`config.mk`:
```
export PLATFORM = sky130hd
export DESIGN_NAME = apb_req_arbiter
export DESIGN_NICKNAME = d
export VERILOG_FILES = /design/src/rtl/apb_pkg.sv /design/src/rtl/rr_arb2.sv /design/src/rtl/apb_req_arbiter.sv
export SDC_FILE = /design/constraint.sdc
export NUM_CORES = 1
export LEC_CHECK = 0
export CORE_MARGIN = 4
export CORE_UTILIZATION = 45
export CTS_BUF_LIST = sky130_fd_sc_hd__clkbuf_4 sky130_fd_sc_hd__clkbuf_8
export DETAILED_ROUTE_END_ITERATION = 6
export PLACE_DENSITY = 0.87
export SYNTH_ARGS = -nofsm -noshare
export SYNTH_HDL_FRONTEND = slang
export SYNTH_SLANG_ARGS = --single-unit
```
`constraint.sdc`:
```
create_clock -name PCLK -period 3.11 [get_ports PCLK]
set_clock_uncertainty 0.05 [all_clocks]
set_input_delay 0.311 -clock PCLK [delete_from_list [all_inputs] [get_ports PCLK]]
set_output_delay 0.311 -clock PCLK [all_outputs]
set_load 0.01 [all_outputs]
```
`src/rtl/apb_pkg.sv`:
```
// Shared definitions for the APB request arbiter: FSM state encoding,
// default bus widths and the default completion timeout.
package apb_pkg;

    // Default client address width; bit 8 selects slave 2 downstream.
    localparam int APB_ADDR_W = 9;
    // Default client data width.
    localparam int APB_DATA_W = 8;
    // Default number of PENABLE-without-PREADY cycles before a transfer is aborted.
    localparam int APB_TMO    = 15;
    // Width of the timeout counter.
    localparam int TMO_CNT_W  = 4;

    // Arbiter sequencing states.
    typedef enum logic [1:0] {
        IDLE = 2'd0,
        BUSY = 2'd1,
        DONE = 2'd2
    } arb_state_e;

endpackage

```
`src/rtl/rr_arb2.sv`:
```
// Two-way round-robin grant. Purely combinational: a sole requester always
// wins; on a tie the client that was not served last wins.
module rr_arb2 (
    input  logic [1:0] req,
    input  logic       last,
    output logic [1:0] gnt,
    output logic       gnt_idx
);

    // Pick the winner from the request pattern and the last-served pointer.
    always_comb begin
        gnt     = 2'b00;
        gnt_idx = 1'b0;
        case (req)
            2'b01: begin
                gnt     = 2'b01;
                gnt_idx = 1'b0;
            end
            2'b10: begin
                gnt     = 2'b10;
                gnt_idx = 1'b1;
            end
            2'b11: begin
                // Tie: hand the bus to the client that did not go last.
                if (last) begin
                    gnt     = 2'b01;
                    gnt_idx = 1'b0;
                end else begin
                    gnt     = 2'b10;
                    gnt_idx = 1'b1;
                end
            end
            default: begin
                gnt     = 2'b00;
                gnt_idx = 1'b0;
            end
        endcase
    end

endmodule

```
`src/rtl/apb_req_arbiter.sv`:
```
// Two-client round-robin arbiter and sequencer in front of apb_master.
// Latches the winning client's command, holds it stable on the master
// command port while transfer is high, watches the APB phase signals for
// completion, error or timeout, then returns a one-cycle done pulse with
// read data and an error flag to the granted client.
module apb_req_arbiter
    import apb_pkg::*;
#(
    parameter int ADDR_W = APB_ADDR_W,
    parameter int DATA_W = APB_DATA_W,
    parameter int TMO    = APB_TMO
) (
    input  logic                  PCLK,
    input  logic                  PRST,
    input  logic [1:0]            req,
    input  logic [1:0]            rd_wr,
    input  logic [2*ADDR_W-1:0]   addr,
    input  logic [2*DATA_W-1:0]   wdata,
    output logic [1:0]            gnt,
    output logic [1:0]            done,
    output logic                  err,
    output logic [DATA_W-1:0]     rdata,
    output logic                  transfer,
    output logic                  RD_WR,
    output logic [ADDR_W-1:0]     apb_rd_padd,
    output logic [ADDR_W-1:0]     apb_wr_padd,
    output logic [DATA_W-1:0]     apb_wr_data,
    input  logic [DATA_W-1:0]     apb_rd_data_out,
    input  logic                  PENABLE,
    input  logic                  PREADY,
    input  logic                  PSLVERR
);

    // Final timeout count: the abort fires on the edge that would make the
    // count of stalled ENABLE cycles equal TMO.
    localparam logic [TMO_CNT_W-1:0] TMO_LAST = TMO_CNT_W'(TMO - 1);

    arb_state_e                state_reg;
    arb_state_e                state_next;

    logic                      last_reg;
    logic [1:0]                gnt_reg;
    logic                      cmd_rd_wr_reg;
    logic [ADDR_W-1:0]         cmd_addr_reg;
    logic [DATA_W-1:0]         cmd_wdata_reg;
    logic [TMO_CNT_W-1:0]      tmo_cnt_reg;
    logic [DATA_W-1:0]         rdata_reg;
    logic                      err_reg;

    logic [1:0]                arb_gnt;
    logic                      arb_idx;

    logic [ADDR_W-1:0]         cl_addr  [2];
    logic [DATA_W-1:0]         cl_wdata [2];

    logic                      apb_complete;
    logic                      tmo_stall;
    logic                      tmo_hit;

    // Unpack the per-client command buses into indexable arrays.
    for (genvar gi = 0; gi < 2; gi++) begin : g_client
        assign cl_addr[gi]  = addr[gi*ADDR_W +: ADDR_W];
        assign cl_wdata[gi] = wdata[gi*DATA_W +: DATA_W];
    end

    rr_arb2 u_rr_arb2 (
        .req     (req),
        .last    (last_reg),
        .gnt     (arb_gnt),
        .gnt_idx (arb_idx)
    );

    // Completion and timeout qualifiers decoded from the observed APB phase.
    assign apb_complete = PENABLE && PREADY;
    assign tmo_stall    = PENABLE && !PREADY;
    assign tmo_hit      = tmo_stall && (tmo_cnt_reg == TMO_LAST);

    // State register.
    always_ff @(posedge PCLK or negedge PRST) begin
        if (!PRST) begin
            state_reg <= IDLE;
        end else begin
            state_reg <= state_next;
        end
    end

    // Next-state decode: grant on any request, finish on completion/error/timeout.
    always_comb begin
        state_next = state_reg;
        case (state_reg)
            IDLE: begin
                if (|req) begin
                    state_next = BUSY;
                end
            end
            BUSY: begin
                if (apb_complete || PSLVERR || tmo_hit) begin
                    state_next = DONE;
                end
            end
            DONE: begin
                state_next = IDLE;
            end
            default: begin
                state_next = IDLE;
            end
        endcase
    end

    // State-decoded outputs: transfer for the whole BUSY stay, done only in DONE.
    always_comb begin
        transfer = 1'b0;
        done     = 2'b00;
        case (state_reg)
            BUSY:    transfer = 1'b1;
            DONE:    done     = gnt_reg;
            default: begin
                transfer = 1'b0;
                done     = 2'b00;
            end
        endcase
    end

    // Grant and command latch: captured once at arbitration so the master
    // sees a stable command even if the client changes its inputs.
    always_ff @(posedge PCLK or negedge PRST) begin
        if (!PRST) begin
            gnt_reg       <= 2'b00;
            last_reg      <= 1'b1;
            cmd_rd_wr_reg <= 1'b0;
            cmd_addr_reg  <= '0;
            cmd_wdata_reg <= '0;
        end else begin
            case (state_reg)
                IDLE: begin
                    if (|req) begin
                        gnt_reg       <= arb_gnt;
                        cmd_rd_wr_reg <= rd_wr[arb_idx];
                        cmd_addr_reg  <= cl_addr[arb_idx];
                        cmd_wdata_reg <= cl_wdata[arb_idx];
                    end
                end
                DONE: begin
                    last_reg <= gnt_reg[1];
                    gnt_reg  <= 2'b00;
                end
                default: begin
                    gnt_reg <= gnt_reg;
                end
            endcase
        end
    end

    // Timeout counter: cleared at grant, counts stalled ENABLE cycles.
    always_ff @(posedge PCLK or negedge PRST) begin
        if (!PRST) begin
            tmo_cnt_reg <= '0;
        end else if (state_reg == IDLE) begin
            tmo_cnt_reg <= '0;
        end else if (state_reg == BUSY && tmo_stall && !tmo_hit) begin
            tmo_cnt_reg <= tmo_cnt_reg + TMO_CNT_W'(1);
        end
    end

    // Response registers: rdata/err hold until the next transfer finishes.
    always_ff @(posedge PCLK or negedge PRST) begin
        if (!PRST) begin
            rdata_reg <= '0;
            err_reg   <= 1'b0;
        end else if (state_reg == BUSY) begin
            if (apb_complete) begin
                if (cmd_rd_wr_reg) begin
                    rdata_reg <= apb_rd_data_out;
                end
                err_reg <= PSLVERR;
            end else if (PSLVERR || tmo_hit) begin
                err_reg <= 1'b1;
            end
        end
    end

    assign gnt         = gnt_reg;
    assign err         = err_reg;
    assign rdata       = rdata_reg;
    assign RD_WR       = cmd_rd_wr_reg;
    assign apb_rd_padd = cmd_addr_reg;
    assign apb_wr_padd = cmd_addr_reg;
    assign apb_wr_data = cmd_wdata_reg;

endmodule
```
==> summary.md <==
| Metric | Value |
|---|---|
| Final worst setup slack | `1.053 ns` |
| Die ar. | `0.005261 mm²` |
| DRC viols | `0` |
| Nets | `299` |
| CTS Sinks | `36` |
| Fin crit share | `66.13%` |
| Final wirelength | `4323 µm` |
| Share of cells above drive strength 1 | `15.79%` |
| WP data arrival | `1.70 ns` |
| Max VDD drop | `0.4782 mV` |
| CP max-delay cell | `dfrtp_1` |
| H-tree depth | `2` |
| ANT cells | `0` |
| DR vias/cell | `4.997` |
| Root Buffer | `clkbuf_8` |
| WS Path Type | `register to primary output` |
| F_max | `486.2 MHz` |
| CP Launch Type | `register` |
| Max reg flops | `9` |
| Mean Syn Cell Area | `11.50 µm²` |
| Max Cap Viol | `0` |
| Pwr Density | `898.9 mW/mm²` |
| Critical-path cell list | `and3_1 > clkdlybuf4s50_1` |
| First-pass GRT wire length | `6900 µm` |
| Die height | `72.54 µm` |
| CP max stage delay | `0.60 ns` |
| Hold_buf cts | `0` |
| Critical Path Fanout Max | `10` |
| CTS resizes | `0` |
| Half-perimeter wire length after placement | `3242 µm` |
| Yosys top cell by area | `dfrtp_1` |
| Die width | `72.54 µm` |
| Synth top area share | `46.73%` |
| Post-Place Setup Slack | `1.175 ns` |
| CTS clk-pin slew, worst paths | `0.08 ns` |
| Outcome | `finished, final reports clean` |
| Slew headroom | `47.50%` |
| WL/cell | `14.56 µm` |
| Setup Viol. Count Final | `0` |
| RSZ-0062 raised after global routing | `false` |
| Sequential fraction of the synthesis area | `48.13%` |
| Routability cong. | `0.8074` |
| Post-Syn Area | `0.001874 mm²` |
| Flops & latches, synth | `36` |
| Cell Rows | `23` |
| DRT iter0 DRCs | `102` |
| Worst-skew pair later-pin latency | `0.29 ns` |
| CP Buf/Inv Count | `1` |
| Number of setup buffers added after CTS | `0` |
| Starting Density | `46.86%` |
| Ranking of synthesized cells by area | `dfrtp_1 (47%), mux2i_1 (10%), a21oi_2 (5.1%), buf_4 (4.4%), nor2_1 (4.4%)` |
| Routed Antenna Nets | `0` |
| Overflow after GRT | `0` |
| Clk buf depth | `2` |
| Slew of the pin with the lowest slew margin | `0.7874 ns` |
| DRT Pass-1 Iters | `4` |
| Top-level I/O count | `92` |
| Top Family by Delay on Critical Path | `flip-flops` |
| Core Region | `0.004000 mm²` |
| Slew Limit Fails | `0` |
| Number of global-route vias before repair | `1,525` |
| Port Buf Inserts | `91` |
| Post-Syn Instances | `163` |
| Worst path required time | `2.75 ns` |
| Hold Violations, Final | `0` |
| Ys Warns | `0` |
| Syn Nets | `216` |
| Synth-to-layout area growth | `49.93%` |
| Largest net degree at the start of global routing | `38` |
| Initial antenna violation count | `0` |
| Vias | `1,484` |
| Final setup TNS | `0 ns` |
| TritonCTS clock tree | `done` |
| Pleak | `1.189 nW` |
| Nature of the critical path endpoint | `primary output` |
| Cts bufs inserted | `5` |
| Overall Global Routing Usage | `17.15%` |
| Minimum clock period | `2.057 ns` |
| Worst min path class | `input pin to async pin` |
| Yosys cell types | `39` |
through the flow:
| stage | cells | hold WS (ns) | total power, mW | area [µm²] | utilization, % |
|---|---|---|---|---|---|
| 2_1_floorplan | 163 | -0.03459 | 1.585 | 1874 | - |
| 3_3_place_gp | 289 | 0.3984 | 2.100 | 2699 | 67.47 |
| 3_5_place_dp | 289 | 0.3971 | 2.133 | 2699 | 67.47 |
| 4_1_cts | 297 | 0.08262 | 2.551 | 2810 | 70.25 |
| 5_1_grt | 297 | 0.09946 | 2.688 | 2810 | 70.25 |
| 6_report | 297 | 0.04347 | 2.526 | 2810 | 70.25 |
Yosys cell counts:
cell and n:
inv_4 1, ha_1 2, a21o_1 1, dfstp_2 1, and3_4 1, nand3b_1 1, and3_1 2, o311ai_0 1
nand2_1 4, buf_6 5, mux2i_1 19, o21ai_0 2, mux2_2 6, a21boi_2 1, nor2_2 1, nand2b_1 1
a21oi_2 11, inv_1 2, a31oi_1 1, nand3_1 2, a22o_1 1, buf_4 11, mux2_4 2, inv_6 1
a21oi_1 11, or3b_4 1, o211ai_1 1, nand4_4 1, o21a_1 2, o22ai_1 2, nor2_1 22, o22a_1 1
or2b_1 1, a211oi_1 1, nor3b_1 2, dfrtp_1 35, buf_12 1, o21ai_1 1, nand2_4 1
where the power goes:
| part | switching, mW | leakage (nW) | internal (mW) | total, mW |
|---|---|---|---|---|
| clock | 0.169 | 0.0586 | 0.247 | 0.415 |
| combinational | 0.540 | 0.709 | 0.714 | 1.25 |
| sequential | 0.171 | 0.421 | 0.685 | 0.857 |
| total | 0.880 | 1.19 | 1.65 | 2.53 |
routing by layer:
metal	part of all wire (%)	global-route usage (%)	vias up	wire, µm
li1	-	-	725	-
met1	38	19.17	694	1662
met2	51	29.06	56	2225
met3	8.3	7.202	9	357
met4	1.8	6.352	0	77
met5	0	0	-	0
placed cells by master, fill, tap and decap left out, drive strengths merged, types with 2 or more instances in the layout:
cell type / Yosys / final
nand2: 5 / 5
dfrtp: 35 / 35
o21a: 2 / 2
nor3b: 2 / 2
mux2: 8 / 8
nor2: 23 / 23
inv: 4 / 4
ha: 2 / 2
clkdlybuf4s50: 0 / 90
nand3: 2 / 2
o22ai: 2 / 2
buf: 17 / 3
a21oi: 22 / 22
clkbuf: 0 / 6
o21ai: 3 / 3
mux2i: 19 / 19
and3: 3 / 3
final timing paths:
kind / from / endpoint / slack, ns / cells after the start
worst max-delay path: state_reg[1] / done[1] / 1.05 / 2
worst min-delay path: PRST / rdata[3] / 0.04 / 1
worst max register to register: tmo_cnt_reg[0] / tmo_cnt_reg[0] / 1.45 / 6
worst min register to register: rdata[2] / rdata[2] / 0.46 / 1
max in group asynchronous: PRST / apb_wr_data[0] / 2.46 / 1
min in group PCLK: rdata[2] / rdata[2] / 0.46 / 1
worst register-to-register path, cell delays in order, from the launching register on:
cell and delay, ns:
dfrtp_1 0.38, inv_1 0.08, ha_1 0.21, and3_4 0.19
or3b_4 0.39, a21oi_1 0.16, o22ai_1 0.10
cells by family after synthesis:
kind of cell	Yosys count	share of synthesized area [%]
buffers and inverters	21	9.680
AO/OA/AOI/OAI	37	13.89
multiplexers	27	15.35
flip-flops	36	48.13
AND/OR/NAND/NOR	40	11.62
adder cells (fa/ha/maj)	2	1.335
layout make-up:
cell class	count	area [µm²]
clock inverters	2	35.03
repair buffers	93	920.9
clock buffers	6	76.32
inverters	4	22.52
flip-flops and latches	36	902.1
well taps	50	62.56
multi-input cells	106	790.8
fillers	306	1190
(Power assumes the default switching activity.)
